===== src/rtl/gpio_cfg_shift_bank_if.sv =====
// Bus bundle for gpio_cfg_shift_bank: raw PS GPIO in, committed configuration out.
// The master side drives gpio_in; the slave side is the decoder.
interface gpio_cfg_shift_bank_if #(
  parameter int GPIO_W  = 16,
  parameter int NUM_CH  = 16,
  parameter int CYCLE_W = 256,
  parameter int DELAY_W = 32,
  parameter int SHIFT_W = 8,
  parameter int MASK_W  = 16
);
  logic [GPIO_W-1:0]  gpio_in;
  logic [NUM_CH-1:0]  chan_sel;
  logic [CYCLE_W-1:0] cycle_count;
  logic [CYCLE_W-1:0] adc_cycles;
  logic [SHIFT_W-1:0] adc_shift;
  logic [DELAY_W-1:0] pre_delay;
  logic [DELAY_W-1:0] post_delay;
  logic [MASK_W-1:0]  mask;
  logic [NUM_CH-1:0]  mux_set;
  logic [NUM_CH-1:0]  mask_en;
  logic               pl_rst_out;
  logic               trig_pulse;
  logic               flush_pulse;
  logic [6:0]         len_err;
  logic               rdata;

  modport master (
    output gpio_in,
    input  chan_sel, cycle_count, adc_cycles, adc_shift, pre_delay, post_delay,
    input  mask, mux_set, mask_en, pl_rst_out, trig_pulse, flush_pulse, len_err, rdata
  );
  modport slave (
    input  gpio_in,
    output chan_sel, cycle_count, adc_cycles, adc_shift, pre_delay, post_delay,
    output mask, mux_set, mask_en, pl_rst_out, trig_pulse, flush_pulse, len_err, rdata
  );
endinterface


===== src/rtl/gpio_cfg_shift_bank.sv =====
// Serial GPIO config decoder: synchronised clock lines shift sdata into shadows,
// a commit strobe copies them out atomically. CFG_READBACK_EN adds MSB readback on rdata.

// One multi-bit field: shadow shift register, saturating bit counter, committed copy.
module gpio_cfg_field #(
  parameter int W = 8
) (
  input  logic         clk,
  input  logic         rst,
  input  logic         shift_i,
  input  logic         sdata_i,
  input  logic         commit_i,
  output logic [W-1:0] shadow_o,
  output logic [W-1:0] val_o,
  output logic         err_o
);
  localparam int            CW      = $clog2(W + 2);
  localparam logic [CW-1:0] CNT_W   = CW'(W);
  localparam logic [CW-1:0] CNT_SAT = CW'(W + 1);

  logic [W-1:0]  shadow_q, shadow_d, val_q, val_d;
  logic [CW-1:0] cnt_q, cnt_d;

  // Commit sees the pre-shift shadow; a coincident shift restarts the count at 1.
  always_comb begin
    shadow_d = shadow_q;
    val_d    = val_q;
    cnt_d    = cnt_q;
    if (commit_i) begin
      if (cnt_q != '0) val_d = shadow_q;
      cnt_d = '0;
    end
    if (shift_i) begin
      shadow_d = {shadow_q[W-2:0], sdata_i};
      if (cnt_d != CNT_SAT) cnt_d = cnt_d + 1'b1;
    end
  end

  always_ff @(posedge clk or posedge rst) begin
    if (rst) begin
      shadow_q <= '0;
      val_q    <= '0;
      cnt_q    <= '0;
    end else begin
      shadow_q <= shadow_d;
      val_q    <= val_d;
      cnt_q    <= cnt_d;
    end
  end

  assign shadow_o = shadow_q;
  assign val_o    = val_q;
  assign err_o    = commit_i && (cnt_q != '0) && (cnt_q != CNT_W);
endmodule

module gpio_cfg_shift_bank #(
  parameter int GPIO_W  = 16,
  parameter int NUM_CH  = 16,
  parameter int CYCLE_W = 256,
  parameter int DELAY_W = 32,
  parameter int SHIFT_W = 8,
  parameter int MASK_W  = 16
) (
  input  logic                 clk,
  input  logic                 rst,
  gpio_cfg_shift_bank_if.slave bus
);
  logic [GPIO_W-1:0] s1_q, s2_q, s3_q, rise;
  logic              sdata, commit;
  logic [6:0]        shift, err, msb;
  logic [6:0]        len_err_q;
  logic [NUM_CH-1:0] mux_sh_q, mux_sh_d, men_sh_q, men_sh_d, mux_q, mux_d, men_q, men_d;
  logic              trig_q, flush_q;

  logic [NUM_CH-1:0]  sh_chan;
  logic [CYCLE_W-1:0] sh_cyc, sh_adc;
  logic [SHIFT_W-1:0] sh_shift;
  logic [DELAY_W-1:0] sh_pre, sh_post;
  logic [MASK_W-1:0]  sh_mask;
  logic               unused_bits;

  assign rise   = s2_q & ~s3_q;
  assign sdata  = s2_q[0];
  assign commit = rise[14];
  // Field order matches len_err bit order.
  assign shift  = {rise[1], rise[10], rise[9], rise[7], rise[8], rise[3], rise[2]};
  assign msb    = {sh_mask[MASK_W-1], sh_post[DELAY_W-1], sh_pre[DELAY_W-1],
                   sh_shift[SHIFT_W-1], sh_adc[CYCLE_W-1], sh_cyc[CYCLE_W-1], sh_chan[NUM_CH-1]};
  assign unused_bits = ^{rise, sh_cyc, sh_adc, sh_shift, sh_pre, sh_post, sh_mask};

  gpio_cfg_field #(.W(NUM_CH)) u_chan (
    .clk(clk), .rst(rst), .shift_i(shift[0]), .sdata_i(sdata), .commit_i(commit),
    .shadow_o(sh_chan), .val_o(bus.chan_sel), .err_o(err[0]));
  gpio_cfg_field #(.W(CYCLE_W)) u_cyc (
    .clk(clk), .rst(rst), .shift_i(shift[1]), .sdata_i(sdata), .commit_i(commit),
    .shadow_o(sh_cyc), .val_o(bus.cycle_count), .err_o(err[1]));
  gpio_cfg_field #(.W(CYCLE_W)) u_adc (
    .clk(clk), .rst(rst), .shift_i(shift[2]), .sdata_i(sdata), .commit_i(commit),
    .shadow_o(sh_adc), .val_o(bus.adc_cycles), .err_o(err[2]));
  gpio_cfg_field #(.W(SHIFT_W)) u_shift (
    .clk(clk), .rst(rst), .shift_i(shift[3]), .sdata_i(sdata), .commit_i(commit),
    .shadow_o(sh_shift), .val_o(bus.adc_shift), .err_o(err[3]));
  gpio_cfg_field #(.W(DELAY_W)) u_pre (
    .clk(clk), .rst(rst), .shift_i(shift[4]), .sdata_i(sdata), .commit_i(commit),
    .shadow_o(sh_pre), .val_o(bus.pre_delay), .err_o(err[4]));
  gpio_cfg_field #(.W(DELAY_W)) u_post (
    .clk(clk), .rst(rst), .shift_i(shift[5]), .sdata_i(sdata), .commit_i(commit),
    .shadow_o(sh_post), .val_o(bus.post_delay), .err_o(err[5]));
  gpio_cfg_field #(.W(MASK_W)) u_mask (
    .clk(clk), .rst(rst), .shift_i(shift[6]), .sdata_i(sdata), .commit_i(commit),
    .shadow_o(sh_mask), .val_o(bus.mask), .err_o(err[6]));

  // Per-channel fields write sdata into every channel selected by the chan_sel shadow.
  always_comb begin
    mux_sh_d = mux_sh_q;
    men_sh_d = men_sh_q;
    mux_d    = mux_q;
    men_d    = men_q;
    if (commit) begin
      mux_d = mux_sh_q;
      men_d = men_sh_q;
    end
    for (int i = 0; i < NUM_CH; i++) begin
      if (sh_chan[i] && rise[4])  mux_sh_d[i] = sdata;
      if (sh_chan[i] && rise[12]) men_sh_d[i] = sdata;
    end
  end

  always_ff @(posedge clk or posedge rst) begin
    if (rst) begin
      s1_q      <= '0;
      s2_q      <= '0;
      s3_q      <= '0;
      mux_sh_q  <= '0;
      men_sh_q  <= '0;
      mux_q     <= '0;
      men_q     <= '0;
      len_err_q <= '0;
      trig_q    <= 1'b0;
      flush_q   <= 1'b0;
    end else begin
      s1_q      <= bus.gpio_in;
      s2_q      <= s1_q;
      s3_q      <= s2_q;
      mux_sh_q  <= mux_sh_d;
      men_sh_q  <= men_sh_d;
      mux_q     <= mux_d;
      men_q     <= men_d;
      len_err_q <= len_err_q | err;
      trig_q    <= rise[6];
      flush_q   <= rise[13];
    end
  end

  assign bus.mux_set     = mux_q;
  assign bus.mask_en     = men_q;
  assign bus.len_err     = len_err_q;
  assign bus.trig_pulse  = trig_q;
  assign bus.flush_pulse = flush_q;
  assign bus.pl_rst_out  = s2_q[5];

`ifdef CFG_READBACK_EN
  logic rdata_q, rdata_d;

  // Descending scan so the lowest-numbered shifting field wins.
  always_comb begin
    rdata_d = rdata_q;
    for (int f = 6; f >= 0; f--)
      if (shift[f]) rdata_d = msb[f];
  end

  always_ff @(posedge clk or posedge rst) begin
    if (rst) rdata_q <= 1'b0;
    else     rdata_q <= rdata_d;
  end

  assign bus.rdata = rdata_q;
`else
  logic unused_msb;
  assign unused_msb = ^msb;
  assign bus.rdata  = 1'b0;
`endif
endmodule


===== src/flat_wrapper.sv =====
// flat-port wrapper written by rule: the top's interface ports become plain ports
module gpio_cfg_shift_bank_flat 
#(
  parameter int GPIO_W  = 16,
  parameter int NUM_CH  = 16,
  parameter int CYCLE_W = 256,
  parameter int DELAY_W = 32,
  parameter int SHIFT_W = 8,
  parameter int MASK_W  = 16
)
  (clk, rst, bus_gpio_in, bus_chan_sel, bus_cycle_count, bus_adc_cycles, bus_adc_shift, bus_pre_delay, bus_post_delay, bus_mask, bus_mux_set, bus_mask_en, bus_pl_rst_out, bus_trig_pulse, bus_flush_pulse, bus_len_err, bus_rdata);
  gpio_cfg_shift_bank_if #(.GPIO_W(GPIO_W), .NUM_CH(NUM_CH), .CYCLE_W(CYCLE_W), .DELAY_W(DELAY_W), .SHIFT_W(SHIFT_W), .MASK_W(MASK_W)) bus_i ();
  input  logic clk;
  input  logic rst;
  input wire logic [$bits(bus_i.gpio_in)-1:0] bus_gpio_in;
  output wire logic [$bits(bus_i.chan_sel)-1:0] bus_chan_sel;
  output wire logic [$bits(bus_i.cycle_count)-1:0] bus_cycle_count;
  output wire logic [$bits(bus_i.adc_cycles)-1:0] bus_adc_cycles;
  output wire logic [$bits(bus_i.adc_shift)-1:0] bus_adc_shift;
  output wire logic [$bits(bus_i.pre_delay)-1:0] bus_pre_delay;
  output wire logic [$bits(bus_i.post_delay)-1:0] bus_post_delay;
  output wire logic [$bits(bus_i.mask)-1:0] bus_mask;
  output wire logic [$bits(bus_i.mux_set)-1:0] bus_mux_set;
  output wire logic [$bits(bus_i.mask_en)-1:0] bus_mask_en;
  output wire logic [$bits(bus_i.pl_rst_out)-1:0] bus_pl_rst_out;
  output wire logic [$bits(bus_i.trig_pulse)-1:0] bus_trig_pulse;
  output wire logic [$bits(bus_i.flush_pulse)-1:0] bus_flush_pulse;
  output wire logic [$bits(bus_i.len_err)-1:0] bus_len_err;
  output wire logic [$bits(bus_i.rdata)-1:0] bus_rdata;
  assign bus_i.gpio_in = bus_gpio_in;
  assign bus_chan_sel = bus_i.chan_sel;
  assign bus_cycle_count = bus_i.cycle_count;
  assign bus_adc_cycles = bus_i.adc_cycles;
  assign bus_adc_shift = bus_i.adc_shift;
  assign bus_pre_delay = bus_i.pre_delay;
  assign bus_post_delay = bus_i.post_delay;
  assign bus_mask = bus_i.mask;
  assign bus_mux_set = bus_i.mux_set;
  assign bus_mask_en = bus_i.mask_en;
  assign bus_pl_rst_out = bus_i.pl_rst_out;
  assign bus_trig_pulse = bus_i.trig_pulse;
  assign bus_flush_pulse = bus_i.flush_pulse;
  assign bus_len_err = bus_i.len_err;
  assign bus_rdata = bus_i.rdata;
  gpio_cfg_shift_bank #(.GPIO_W(GPIO_W), .NUM_CH(NUM_CH), .CYCLE_W(CYCLE_W), .DELAY_W(DELAY_W), .SHIFT_W(SHIFT_W), .MASK_W(MASK_W)) u_core (.clk(clk), .rst(rst), .bus(bus_i));
endmodule

===== config.mk =====
export PLATFORM = sky130hd
export DESIGN_NAME = gpio_cfg_shift_bank_flat
export DESIGN_NICKNAME = d
export VERILOG_FILES = /design/src/rtl/gpio_cfg_shift_bank_if.sv /design/src/rtl/gpio_cfg_shift_bank.sv /design/src/flat_wrapper.sv
export SDC_FILE = /design/constraint.sdc
export NUM_CORES = 2
export LEC_CHECK = 0
export CAP_MARGIN = 20
export CORE_MARGIN = 1.5
export CORE_UTILIZATION = 40
export DETAILED_ROUTE_END_ITERATION = 8
export PLACE_DENSITY = 0.68
export SLEW_MARGIN = 40
export SYNTH_ARGS = -nofsm -noshare
export SYNTH_HDL_FRONTEND = slang
export SYNTH_SLANG_ARGS = --single-unit

===== constraint.sdc =====
create_clock -name clk -period 40.7 [get_ports clk]
set_clock_uncertainty 0.1 [all_clocks]
set_input_delay 4.07 -clock clk [delete_from_list [all_inputs] [get_ports clk]]
set_output_delay 4.07 -clock clk [all_outputs]
set_load 0.03 [all_outputs]

# Word level (Yosys, flattened, before mapping)
# Index checks and enable logic that the tools add are counted.
# op_classes
n_addsub	7
n_eq_ne	14
mux	21
bitwise_logic	3
reduce_logical	60
# ops
operator	n
$mux 9	6
$logic_and 1x1->1	46
$mux 6	6
$ne 9x9->1 const B	4
$mux 5	6
$ne 6x6->1 const B	4
$ne 5x5->1 const B	4
$add 9x1->9 const B	2
$reduce_bool 9->1	2
$and 15x15->15	1
$not 15->15	1
$reduce_and 2->1	7
$add 6x1->6 const B	2
$mux 4	3
$reduce_bool 6->1	2
$add 5x1->5 const B	2
$reduce_bool 5->1	2
$ne 4x4->1 const B	2
$or 7x7->7	1
$add 4x1->4 const B	1
$reduce_bool 4->1	1
# totals
reg_bits	1394
out_inout_bits	659
wordCells	166

# Logic depth before layout (Yosys ltp)
# logic_depth
word_depth	6
ltp_mapped	10
depth_no_buf	8

# Hierarchy
# From an unflattened synthesis, not the netlist that was laid out.
# unflattened
cells_unflattened	3116
hier_area_um2	52437.8
# by_module_without_submodules
mod	n_inst	cells_each	area_per_inst_um2
gpio_cfg_field at u_core.u_adc ...	2	1136	19423.6
gpio_cfg_field at u_core.u_post ...	2	178	2773.9
gpio_cfg_shift_bank	1	242	4164.0
gpio_cfg_field at u_core.u_chan ...	2	95	1512.7
gpio_cfg_field at u_core.u_shift	1	56	853.3

# Least setup slack after synthesis
# No wires, ideal clock.
# synth_path
path_type	reg2out
from	register u_core.len_err_q[1], in the netlist u_core.bus.len_err[1]
to	output port bus_len_err[1]
t_arrival_ns	0.483
required_time_ns	36.530
slack_ns	36.047
stages_incl_launch_ff	1
n_path_buf	0
path_cell_list	dfrtp_1
# synth_rtl
item	line_no	rtl
start, declared	gpio_cfg_shift_bank.sv:71	logic [6:0] len_err_q;
start signal, assigned	gpio_cfg_shift_bank.sv:149	len_err_q <= len_err_q | err;
end, declared	flat_wrapper.sv:28	output wire logic [$bits(bus_i.len_err)-1:0] bus_len_err;
# No word-level cell between the ends.

==> run metrics <==
Worst R2R Start=u_core.u_cyc.cnt_q[6]; post-layout power=around 3300 uW; count of non-filler cells in the finished layout=around 6.9k; net count after synthesis=4,387; synthesized instance count=4,359; power per standard cell area=49.90 nW/um^2; path type of the worst setup path=in -> async; source-to-sink clock delay at the later pin of the worst-skew pair=760 ps; startpoint type of the worst setup path=primary input; number of hold violations in the final report=0; number of H-tree levels=4; Routed Antenna Nets=0; count of hold-fix buffers inserted at cts=0; number of buffers on the longest clock path=3; ratio of routed vias to standard cells=between 4 and 5; launch point of the worst hold path=u_core.s1_q[0]; Util after Layout=0.5068; leading register cell type out of synthesis=sky130_fd_sc_hd__dfrtp_1; f_max=151.3 MHz; Synth Register Bits=1,389; number of top-level pins=677; Cell variety after synth=47; first-pass GRT wire length=188.4 mm; clock slew seen by the registers of the worst setup and hold paths=60 ps; count of cells resized by post-cts repair=0; maximum resistive drop on vdd=between 0.04 and 0.05 mV; fraction of final layout cells with drive strength greater than 1=0.1491; global placement routability congestion=0.7774; leakage component of the power=0.03376 uW; Tightest Hold Check Type=reg -> reg; share of synthesized area occupied by flip-flops and latches=0.6659; count of vias placed by the detailed router=between 30k and 40k; pin count of the biggest net entering global routing=152; transition time of the tightest slew-check pin=925.8 ps; required time of the critical path=41,420 ps; Setup TNS=0 ps; count of standard-cell rows=roughly 130; starting density of the core=0.4031; GRT Total Usage=0.1795; die outline area=132,700 sq um; chip height=364.2 um; post-placement cell count=between 6k and 7k; total count of max-transition violations in the final report=0; RSZ-0062 raised after global routing=no; first-iteration detailed-routing DRC count=~1.9k; via count of the first global-routing pass=33.07k; count of flip-flops with a built-in enable after synthesis=0; x dimension of the die=364.2 um; number of buffers created by CTS=148; number of buffers added on ports=673; final net count=about 5.0k; global-route congestion overflow total=0; status=finished, final reports clean; final instance area=65,630 sq um; worst relative slew slack=0.3828; average instance area after synthesis=about 12 sq um; CTS tree=yes; biggest fanout along the worst timing path=94; number of antenna violations at the first check in global routing=2; HPWL Detailed=76.61 mm; average wire length per cell after detail routing=17.44 um; cell area after synthesis=52,190 sq um; Final min period=6611 ps; standard cell core area=129,500 sq um; final routed wirelength across all metal layers=119.7 mm; Max Cap Violations=0; number of iterations in the first detailed-routing pass=5; CTS sink cnt=1,389; layout overhead on the synthesized area=25.73%; root buffer cell=sky130_fd_sc_hd__clkbuf_16; share of the clock period used by the worst path after layout=0.1624; Post-DP Area=60,600 sq um; share of synthesized flip-flops with an asynchronous set or reset=1.000; endpoint class of the critical path=asynchronous set/reset pin; warnings from Yosys=0; drc violations=0; launching instance or port of the critical path=rst; final number of setup-violating endpoints=0; Worst EP arrival=between 7000 and 8000 ps; Post-CTS Setup Bufs=0
-- cell usage after synthesis, types with 4 or more instances --
cell type / count / share of area
sky130_fd_sc_hd__buf_6: 36 / 0.0078
sky130_fd_sc_hd__xor2_1: 9 / 0.0015
sky130_fd_sc_hd__nor2b_1: 9 / 0.0011
sky130_fd_sc_hd__mux2_2: 469 / 0.10
sky130_fd_sc_hd__nor2_1: 42 / 0.0030
sky130_fd_sc_hd__nand3_1: 14 / 0.0013
sky130_fd_sc_hd__nor4_1: 8 / 0.00096
sky130_fd_sc_hd__and2_1: 8 / 0.00096
sky130_fd_sc_hd__inv_1: 17 / 0.0012
sky130_fd_sc_hd__o21bai_1: 5 / 0.00072
sky130_fd_sc_hd__or3_1: 4 / 0.00048
sky130_fd_sc_hd__nand2b_1: 10 / 0.0012
sky130_fd_sc_hd__xnor2_1: 13 / 0.0022
sky130_fd_sc_hd__nand2_1: 1808 / 0.13
sky130_fd_sc_hd__nor3_1: 5 / 0.00048
sky130_fd_sc_hd__buf_1: 14 / 0.0010
sky130_fd_sc_hd__buf_2: 11 / 0.0011
sky130_fd_sc_hd__clkbuf_1: 142 / 0.010
sky130_fd_sc_hd__mux2_1: 243 / 0.052
sky130_fd_sc_hd__nand4_1: 9 / 0.0011
sky130_fd_sc_hd__a31oi_1: 5 / 0.00060
sky130_fd_sc_hd__o21ai_0: 15 / 0.0014
sky130_fd_sc_hd__dfrtp_1: 1389 / 0.67
sky130_fd_sc_hd__ha_1: 10 / 0.0024
sky130_fd_sc_hd__a21oi_1: 13 / 0.0012
sky130_fd_sc_hd__buf_4: 18 / 0.0026
-- cell usage in the layout (no fill, tap or decap), types with 11 or more instances in the layout --
cell / Yosys / routed
sky130_fd_sc_hd__a21oi_1: 13 / 11
sky130_fd_sc_hd__buf_4: 18 / 15
sky130_fd_sc_hd__buf_6: 36 / 16
sky130_fd_sc_hd__clkbuf_1: 142 / 31
sky130_fd_sc_hd__clkbuf_16: 0 / 153
sky130_fd_sc_hd__clkbuf_8: 0 / 32
sky130_fd_sc_hd__clkdlybuf4s50_1: 0 / 673
sky130_fd_sc_hd__clkinv_2: 0 / 18
sky130_fd_sc_hd__dfrtp_1: 1389 / 1389
sky130_fd_sc_hd__inv_1: 17 / 16
sky130_fd_sc_hd__mux2_1: 243 / 243
sky130_fd_sc_hd__mux2_2: 469 / 469
sky130_fd_sc_hd__nand2_1: 1808 / 1807
sky130_fd_sc_hd__nand3_1: 14 / 14
sky130_fd_sc_hd__nor2_1: 42 / 42
sky130_fd_sc_hd__o21ai_0: 15 / 15
sky130_fd_sc_hd__xnor2_1: 13 / 13
-- report_power, final --
part           switching [uW]  internal (uW)  total (uW)
logic                     231            157         388
clock network             548            809        1360
registers                59.0           1470        1530
total                     839           2440        3270
-- worst max-delay path, stage by stage --
cell and delay (ps):
sky130_fd_sc_hd__clkdlybuf4s50_1 440, sky130_fd_sc_hd__clkinvlp_4 100, sky130_fd_sc_hd__buf_12 410, sky130_fd_sc_hd__buf_12 370, sky130_fd_sc_hd__buf_6 510, sky130_fd_sc_hd__buf_6 550
sky130_fd_sc_hd__clkbuf_8 660
-- state kept, by name (all words and copies together) (netlist names), 14 cells and up --
name and count:
u_core.u_mask.shadow_o 16, u_core.bus.mask_en 16, u_core.s1_q 14, u_core.u_pre.shadow_o 32, u_core.men_sh_q 16, u_core.mux_sh_q 16, u_core.bus.mux_set 16, u_core.u_chan.shadow_o 16
u_core.u_cyc.shadow_o 256, u_core.u_adc.shadow_o 256, u_core.u_mask.val_o 16, u_core.u_chan.val_o 16, u_core.u_pre.val_o 32, u_core.u_post.val_o 32, u_core.u_adc.val_o 256, u_core.u_post.shadow_o 32
u_core.u_cyc.val_o 256, u_core.s2_q 14
-- final cells by class --
type	count	area, sq um
multi-input combinational	2731	16240
tap	1742	2180
timing repair buffer	723	7443
clock inverter	42	563.0
antenna	2	5.005
sequential	1389	34760
fill	11236	63860
clock buffer	215	4372
inverter	17	67.56
-- kinds of logic (layout without fill, tap and decap cells) --
logic type                 after synthesis  after routing  synth area share
adders and majority gates               10             10          0.002397
DFF                                   1389           1389            0.6659
other                                    1              3        0.00007185
xor gates and xnor gates                22             22          0.003692
and+or+nand+nor                       1929           1929            0.1428
AOI/OAI and AO/OA                       55             55          0.006928
muxes                                  714            714            0.1540
buffers and inverters                  239            997           0.02414
-- routing by layer --
| metal | wire [um] | vias up | track usage |
|---|---|---|---|
| li1 | - | 15355 | - |
| met1 | 49210 | 16573 | 0.2203 |
| met2 | 55560 | 766 | 0.2810 |
| met3 | 10570 | 217 | 0.07398 |
| met4 | 4303 | 2 | 0.07083 |
| met5 | 13 | - | 0 |
-- path summary, 6_finish.rpt --
kind	endpoint	slack, ps	depth (start not counted)
worst max-delay path	u_core.u_adc.shadow_o[162]	34090	7
worst min-delay path	u_core.s2_q[0]	240	0
worst max register to register	u_core.u_cyc.val_o[198]	36770	8
worst min register to register	u_core.s2_q[0]	240	0
max in group clk	bus_cycle_count[221]	34470	1
min in group asynchronous	u_core.s3_q[13]	3740	3
-- stage by stage --
stage	hold WS (ps)	setup slack (ps)
CTS	246.7	33190
floorplan	231.2	17310
global route	252.1	33660
global placement	233.3	31720
detailed placement	234.7	32360
finish	243.6	34090
Note: power is estimated with default switching activity, not from simulation.
